==> config.mk <==
export PLATFORM = sky130hd
export DESIGN_NAME = rr_mux41_arbiter
export DESIGN_NICKNAME = d
export VERILOG_FILES = /design/src/rtl/rr_mux41_arbiter.sv
export SDC_FILE = /design/constraint.sdc
export NUM_CORES = 1
export LEC_CHECK = 0
export ABC_AREA = 1
export ABC_CLOCK_PERIOD_IN_PS = 3020
export CORE_ASPECT_RATIO = 0.75
export CORE_MARGIN = 1
export CORE_UTILIZATION = 45
export CTS_BUF_LIST = sky130_fd_sc_hd__clkbuf_16
export DETAILED_ROUTE_END_ITERATION = 6
export PLACE_DENSITY = 0.84
export SYNTH_ARGS = -nofsm -noshare
export SYNTH_HDL_FRONTEND = slang
export SYNTH_SLANG_ARGS = --single-unit
==> constraint.sdc <==
create_clock -name clk -period 3.02 [get_ports clk]
set_clock_uncertainty 0.15 [all_clocks]
set_input_delay 0.453 -clock clk [delete_from_list [all_inputs] [get_ports clk]]
set_output_delay 0.453 -clock clk [all_outputs]
set_load 0.01 [all_outputs]
==> src/rtl/rr_mux41_arbiter.sv <==
// rtl/rr_mux41_arbiter.sv - round-robin arbiter sharing a 4:1 data mux across four requesters
// Bounded-burst grants; the released requester is always searched last.
module rr_mux41_arbiter #(
  parameter int DW        = 8,
  parameter int MAX_BURST = 4
) (
  input  logic            clk,
  input  logic            rst,
  input  logic [3:0]      req,
  input  logic [4*DW-1:0] din,
  input  logic            out_ready,
  output logic [3:0]      gnt,
  output logic [1:0]      s,
  output logic [DW-1:0]   dout,
  output logic            dout_valid,
  output logic [3:0]      ack
);

  localparam int CW = $clog2(MAX_BURST) + 1;
  localparam logic [CW-1:0] LAST_BEAT = CW'(MAX_BURST - 1);

  typedef enum logic {IDLE, BUSY} state_t;

  state_t        state_q, state_d;
  logic [1:0]    ptr_q, ptr_d;
  logic [1:0]    s_q, s_d;
  logic [3:0]    gnt_q, gnt_d;
  logic [CW-1:0] burst_cnt_q, burst_cnt_d;

  logic          xfer;
  logic          rel;
  logic [2:0]    pick;

  // Returns {found, index}; base+1 has the highest priority, base itself the lowest.
  function automatic logic [2:0] rr_pick(input logic [1:0] base, input logic [3:0] r);
    logic [2:0] res;
    logic [1:0] idx;
    res = 3'b000;
    for (int i = 4; i >= 1; i--) begin
      idx = base + 2'(i);
      if (r[idx]) res = {1'b1, idx};
    end
    return res;
  endfunction

  always_comb begin
    state_d     = state_q;
    ptr_d       = ptr_q;
    s_d         = s_q;
    gnt_d       = gnt_q;
    burst_cnt_d = burst_cnt_q;
    pick        = 3'b000;
    rel         = 1'b0;

    dout = '0;
    for (int k = 0; k < 4; k++) begin
      if (s_q == 2'(k)) dout = din[k*DW +: DW];
    end
    dout_valid = (state_q == BUSY) && req[s_q];
    xfer       = dout_valid && out_ready;
    ack        = gnt_q & {4{xfer}};

    case (state_q)
      IDLE: begin
        pick = rr_pick(ptr_q, req);
        if (pick[2]) begin
          state_d     = BUSY;
          gnt_d       = 4'b0001 << pick[1:0];
          s_d         = pick[1:0];
          burst_cnt_d = '0;
        end
      end
      BUSY: begin
        rel = !req[s_q] || (xfer && (burst_cnt_q == LAST_BEAT));
        if (rel) begin
          // Re-arbitrate in the release cycle so a waiting requester sees no bubble.
          ptr_d       = s_q;
          burst_cnt_d = '0;
          pick        = rr_pick(s_q, req);
          if (pick[2]) begin
            gnt_d = 4'b0001 << pick[1:0];
            s_d   = pick[1:0];
          end else begin
            state_d = IDLE;
            gnt_d   = 4'b0000;
          end
        end else if (xfer) begin
          burst_cnt_d = burst_cnt_q + CW'(1);
        end
      end
      default: state_d = IDLE;
    endcase
  end

  always_ff @(posedge clk or posedge rst) begin
    if (rst) begin
      state_q     <= IDLE;
      ptr_q       <= 2'd3;
      s_q         <= 2'd0;
      gnt_q       <= 4'b0000;
      burst_cnt_q <= '0;
    end else begin
      state_q     <= state_d;
      ptr_q       <= ptr_d;
      s_q         <= s_d;
      gnt_q       <= gnt_d;
      burst_cnt_q <= burst_cnt_d;
    end
  end

  assign gnt = gnt_q;
  assign s   = s_q;

endmodule

# [Yosys cells after proc, flatten, opt, wreduce, memory -nomap -nowiden]
# Index checks and enable logic that the tools add are counted.
[totals] ff_bits=12 input_bits=39 wordCells=89
[op_classes] add_sub_neg=7 magnitude_cmp=8 eq_ne=8 shift=2 muxes=47 bitwise=2 reduce_logical=10
[op_table] op="two-way mux 3 bit" n=14
[op_table] op="two-way mux 8 bit" n=4
[op_table] op="less-than comparator 2 x 3 -> 1 bit, second input constant" n=8
[op_table] op="binary-select mux 1 bit (select 2 bit)" n=8
[op_table] op="two-way mux 4 bit" n=3
[op_table] op="two-way mux 1 bit" n=11
[op_table] op="adder 2 bit, second input constant" n=4
[op_table] op="case mux 4 bit (2 select lines)" n=1
[op_table] op="<< shifter 1 x 2 -> 4 bit, first input constant" n=2
[op_table] op="two-way mux 2 bit" n=3
[op_table] op="!= test 2 x 1 -> 1 bit, second input constant" n=3
[op_table] op="case mux 3 bit (2 select lines)" n=1
[op_table] op="AND reduction 2 bit" n=3
[op_table] op="adder 2 x 1 -> 2 bit, second input constant" n=2
[op_table] op="AND 4 bit" n=1
[op_table] op="== test 2 bit, second input constant" n=2
[op_table] op="case mux 2 bit (2 select lines)" n=1
[op_table] op="adder 3 x 1 -> 3 bit, second input constant" n=1
[op_table] op="== test 3 x 2 -> 1 bit, second input constant" n=1
[op_table] op="logical AND 1 bit" n=3
[op_table] op="!= test 3 x 1 -> 1 bit, second input constant" n=1
[op_table] op="AND reduction 3 bit" n=1
[op_table] op="== test 2 x 1 -> 1 bit, second input constant" n=1
[op_table] op="zero test 2 bit" n=1
[op_table] op="4 further kinds" n=4

# [Depth between registers and ports, before layout]
[depth] depth_word=12 mapped_depth=15

# [Worst setup path after synthesis]
# OpenSTA, ideal clock, no wires.
[synth_path] path_type="register -> output" startpoint="register s_q[1], in the netlist s[1]" endpoint="output dout[4]" t_arrival_ps=1748 required_ps=2417 path_slack_ps=669 path_stages_with_launch=7 path_cell_list="dfrtp_1 -> inv_1 -> ha_1 -> clkbuf_1 -> nor2_1 -> a221oi_1 -> o31ai_1"
[synth_via] elab_chain_cells=5 word_cells_on_any_way=8
[synth_rtl] item="start, declared" line="26" rtl="logic [1:0] s_q, s_d;"
[synth_rtl] item="start signal, assigned" line="99" rtl="s_q <= 2'd0;"
[synth_rtl] item="start signal, assigned" line="105" rtl="s_q <= s_d;"
[synth_rtl] item="zero test 2 bit" line="57" rtl="if (s_q == 2'(k)) dout = din[k*DW +: DW];"
[synth_rtl] item="two-way mux 8 bit (3 in series)" line="57"
[synth_rtl] item="two-way mux 8 bit *" line="57"
[synth_rtl] item="end, declared" line="14" rtl="output logic [DW-1:0] dout,"
# Every way passes the cells marked *; elsewhere a longest branch is shown, timed or not.

# [Worst setup path in the final report]
[layout_path] startpoint="input req[0]" endpoint="output ack[3]"
[layout_via] elab_chain_cells=5
[layout_rtl] item="start, declared" line="9" rtl="input logic [3:0] req,"
[layout_rtl] item="binary-select mux 1 bit (select 2 bit)" line="59" rtl="dout_valid = (state_q == BUSY) && req[s_q];"
[layout_rtl] item="two-way mux 1 bit (implied by the code)" line="59"
[layout_rtl] item="logical AND 1 bit" line="59"
[layout_rtl] item="logical AND 1 bit" line="60" rtl="xfer = dout_valid && out_ready;"
[layout_rtl] item="AND 4 bit" line="61" rtl="ack = gnt_q & {4{xfer}};"
[layout_rtl] item="end, declared" line="16" rtl="output logic [3:0] ack"
# Every way passes these cells. The select of a mux whose other input is x is not followed.

==> flow_summary.json <==
{
  "clock_latency_ps": 240,
  "detail_route.drc_violations": 2,
  "power.ir.vdd_worst_uv": 584,
  "syn-instance-count": 257,
  "grt_start_max_net_pins": 13,
  "worstMarginPinSlew_ps": 471,
  "routabilityCongestion": 0.903,
  "chipWidth_um": 66.3,
  "synth-warning-count": 0,
  "hold_viol": 0,
  "finalSetupViolations": 0,
  "track_usage_pct": 25.6,
  "postSynthNetCount": 302,
  "period_needed_ps": 2910,
  "total_switching_power_mw": 1.14,
  "clk_pin_slew_worst_paths_ps": 40,
  "worstHoldPathType": "register to register",
  "clockBufferDepth": 2,
  "critPathRequiredTime_ps": 2420,
  "wire_per_inst_um": 11.2,
  "fillers": 261,
  "detailedPlacementHpwl_mm": 3.04,
  "buffer_ports.inserted": 57,
  "crit_fanout": 4,
  "arrival_time_at_the_worst_endpoint_ps": 2300,
  "clock_tree_from_tritoncts": "done",
  "antennaDiodeCount": 0,
  "routed-via-count": 1727,
  "timing_max_transition_violations_final": 0,
  "power.share.combinational_pct": 75.3,
  "initial_core_utilization_pct": 47.5,
  "max_freq_mhz": 344,
  "clock-root-buffer": "sky130_fd_sc_hd__clkbuf_16",
  "routed_wirelength_mm": 3.97,
  "nNetsFinal": 363,
  "timing.reg2reg.worst_path_depth": 14,
  "ys_types": 28,
  "internal-power_mw": 1.14,
  "outcome": "complete, but fails checks",
  "p_sw_share_pct": 50.1,
  "worst_hold_path.num_cells": 2,
  "first_global_vias": 1572,
  "antenna_left": 0,
  "wire_length_of_the_first_global_routing_pass_mm": 6.67,
  "whs_ps": 349,
  "die_y_um": 50.2,
  "io_pins": 58,
  "max_cap_check_violation_count": 0,
  "power.share.sequential_pct": 14.0,
  "power.clock.fraction_pct": 10.7,
  "worst_r2r_endpoint": "gnt[0]",
  "min_to": "burst_cnt_q[1]",
  "timing.hold.worst.start": "burst_cnt_q[1]",
  "post-cts-setup-buffer-count": 0,
  "power.density_nw_per_um2": 1080,
  "antenna_found_initial": 0,
  "timing.critical_path.from_type": "input port",
  "die_area_um2": 3330,
  "numClockSinks": 12,
  "total_of_flip_flops_plus_latches_after_synthesis": 12,
  "syn_avg_cell_area_um2": 5.43,
  "tns_ps": 0,
  "share_of_post_route_cells_with_drive_strength_above_1_pct": 8.52,
  "setup.worst_path.end_class": "output pin",
  "timing_worst_setup_path_type": "input port to output pin",
  "drt_first_iter_violations": 61,
  "dr.pass1.iters": 6,
  "placement_rows": 17,
  "overall_overflow_remaining_after_global_route": 0,
  "grt_setup_unrepaired": "no",
  "synth_area_um2": 1400,
  "synth_seq_area_share_pct": 21.7,
  "tritoncts.num_buffers": 3,
  "worstReg2RegStart": "s[0]",
  "htree_levels": 1,
  "r2r_slack_ps": 960,
  "max-slew-margin-rel_pct": 68.5,
  "drt-vias-per-instance": 4.86,
  "layout-area-overhead-vs-synth_pct": 51.0,
  "final_min_period_over_clock_period_pct": 96.2,
  "floorplan.core_area_um2": 2940,
  "total_leakage_power_nw": 1.18,
  "failed_checks": "design-rule violations"
}
-- registers in the layout, summed over array words and instances, names as in the netlist --
name         count
gnt              4
burst_cnt_q      3
ptr_q            2
s                2
state_q          1
-- metrics by stage --
stage	utilization (%)	area (um^2)	instances	worst slack, ps	total power, mW
5_1_grt	71.8	2110	355	4.14	2.53
4_1_cts	71.4	2090	355	65.3	2.28
6_report	71.8	2110	355	114	2.28
2_1_floorplan	-	1400	257	669	1.43
3_3_place_gp	68.7	2020	351	176	1.98
3_5_place_dp	68.7	2020	351	130	2.00
-- worst max-delay path by stage --
| stage | from | end | slack, ps | cells after the start |
|---|---|---|---|---|
| final | req[0] | ack[3] | 110 | 10 |
| after detailed placement | req[0] | ack[1] | 130 | 10 |
| after global placement | req[0] | ack[0] | 180 | 10 |
| after CTS | req[0] | ack[2] | 70 | 10 |
| after global routing | s[0] | dout[6] | 4 | 10 |
| after floorplan | s[1] | dout[4] | 670 | 6 |
-- worst max-delay path: stages --
cell and delay [ps]:
sky130_fd_sc_hd__clkdlybuf4s50_1 500, sky130_fd_sc_hd__inv_1 100, sky130_fd_sc_hd__nand2_4 80, sky130_fd_sc_hd__nand2_2 60, sky130_fd_sc_hd__o21ai_2 170, sky130_fd_sc_hd__nand2_2 100, sky130_fd_sc_hd__nor2_2 120, sky130_fd_sc_hd__inv_1 90
sky130_fd_sc_hd__nor2_1 100, sky130_fd_sc_hd__clkdlybuf4s50_1 540
-- cell families (layout without fill, tap and decap cells) --
family,after synthesis,in the layout,synth area share [%]
adder cells (fa/ha/maj),6,6,5.38
flip-flops,12,12,21.7
AND/OR/NAND/NOR,167,167,48.4
buffers and inverters,42,102,12.4
AO/OA/AOI/OAI,30,30,12.1
-- repair_timing --
item,in CTS,in global routing
setup endpoints to repair,0,5
hold buffers,0,0
resized for setup,0,5
-- placed cells by master (no fill, tap or decap) --
cell type                         count
sky130_fd_sc_hd__buf_4                5
sky130_fd_sc_hd__inv_4                1
sky130_fd_sc_hd__o21ai_2              2
sky130_fd_sc_hd__clkdlybuf4s50_1     53
sky130_fd_sc_hd__nor2_1              18
sky130_fd_sc_hd__nand3_1             12
sky130_fd_sc_hd__nand2_1            126
sky130_fd_sc_hd__dfstp_2              2
sky130_fd_sc_hd__nand2_4              1
sky130_fd_sc_hd__and2_4               1
sky130_fd_sc_hd__dlymetal6s2s_1       4
sky130_fd_sc_hd__clkinv_1             1
sky130_fd_sc_hd__nand3b_1             1
sky130_fd_sc_hd__a221oi_1             1
sky130_fd_sc_hd__inv_2                4
sky130_fd_sc_hd__o21ai_0              2
sky130_fd_sc_hd__nor2_2               2
sky130_fd_sc_hd__a21oi_2              1
sky130_fd_sc_hd__clkbuf_16            3
sky130_fd_sc_hd__ha_1                 6
sky130_fd_sc_hd__o21ai_1              7
sky130_fd_sc_hd__a21oi_1             15
sky130_fd_sc_hd__dfrtp_1             10
sky130_fd_sc_hd__or2_0                1
sky130_fd_sc_hd__nand2_2              5
sky130_fd_sc_hd__o22ai_1              1
sky130_fd_sc_hd__o31ai_1              1
sky130_fd_sc_hd__inv_1               31
-- power by group through the flow --
stage               Clock, mW  Sequential (mW)  Combinational, mW
floorplan                   0            0.301               1.12
global placement            0            0.315               1.66
detailed placement          0            0.317               1.69
CTS                     0.245            0.317               1.72
global route            0.254            0.328               1.94
finish                  0.242            0.319               1.71
-- synthesized netlist by cell type --
| master | number | area share [%] |
|---|---|---|
| sky130_fd_sc_hd__and2_4 | 1 | 0.63 |
| sky130_fd_sc_hd__ha_1 | 6 | 5.4 |
| sky130_fd_sc_hd__a21oi_1 | 15 | 5.4 |
| sky130_fd_sc_hd__dfstp_2 | 2 | 3.8 |
| sky130_fd_sc_hd__clkbuf_1 | 2 | 0.54 |
| sky130_fd_sc_hd__buf_4 | 1 | 0.54 |
| sky130_fd_sc_hd__nand2_1 | 126 | 34 |
| sky130_fd_sc_hd__nand2_2 | 5 | 2.2 |
| sky130_fd_sc_hd__a221oi_1 | 1 | 0.63 |
| sky130_fd_sc_hd__or2_0 | 1 | 0.45 |
| sky130_fd_sc_hd__o21ai_0 | 2 | 0.72 |
| sky130_fd_sc_hd__inv_1 | 31 | 8.3 |
| sky130_fd_sc_hd__nor2_1 | 19 | 5.1 |
| sky130_fd_sc_hd__nand3_1 | 12 | 4.3 |
| sky130_fd_sc_hd__inv_2 | 4 | 1.1 |
| sky130_fd_sc_hd__a21oi_2 | 1 | 0.63 |
| sky130_fd_sc_hd__o22ai_1 | 1 | 0.45 |
| sky130_fd_sc_hd__buf_1 | 1 | 0.27 |
| sky130_fd_sc_hd__nand2_4 | 1 | 0.81 |
| sky130_fd_sc_hd__nand3b_1 | 1 | 0.54 |
| sky130_fd_sc_hd__o21ai_1 | 7 | 2.5 |
| sky130_fd_sc_hd__o21ai_2 | 2 | 1.3 |
| sky130_fd_sc_hd__buf_6 | 1 | 0.81 |
| sky130_fd_sc_hd__inv_4 | 1 | 0.45 |
| sky130_fd_sc_hd__buf_2 | 1 | 0.36 |
| sky130_fd_sc_hd__dfrtp_1 | 10 | 18 |
| sky130_fd_sc_hd__o31ai_1 | 1 | 0.54 |
| sky130_fd_sc_hd__nor2_2 | 1 | 0.45 |
-- routing by layer --
layer | GRT usage, % | up-vias | routed length, um
met2 | 44.2 | 68 | 1770
met5 | 0 | - | 0
met3 | 3.86 | 0 | 341
li1 | - | 907 | -
met4 | 3.55 | 0 | 0
met1 | 34.4 | 752 | 1860
-- area by class of cell --
type / count / area [um^2] / area share, %
Tap cell: 38 / 47.5 / 2.26
Multi-Input combinational cell: 203 / 922 / 43.8
Clock inverter: 1 / 3.75 / 0.178
Clock buffer: 3 / 75.1 / 3.56
Sequential cell: 12 / 303 / 14.4
Timing Repair Buffer: 62 / 618 / 29.3
Inverter: 36 / 138 / 6.53
(Power assumes the default switching activity.)
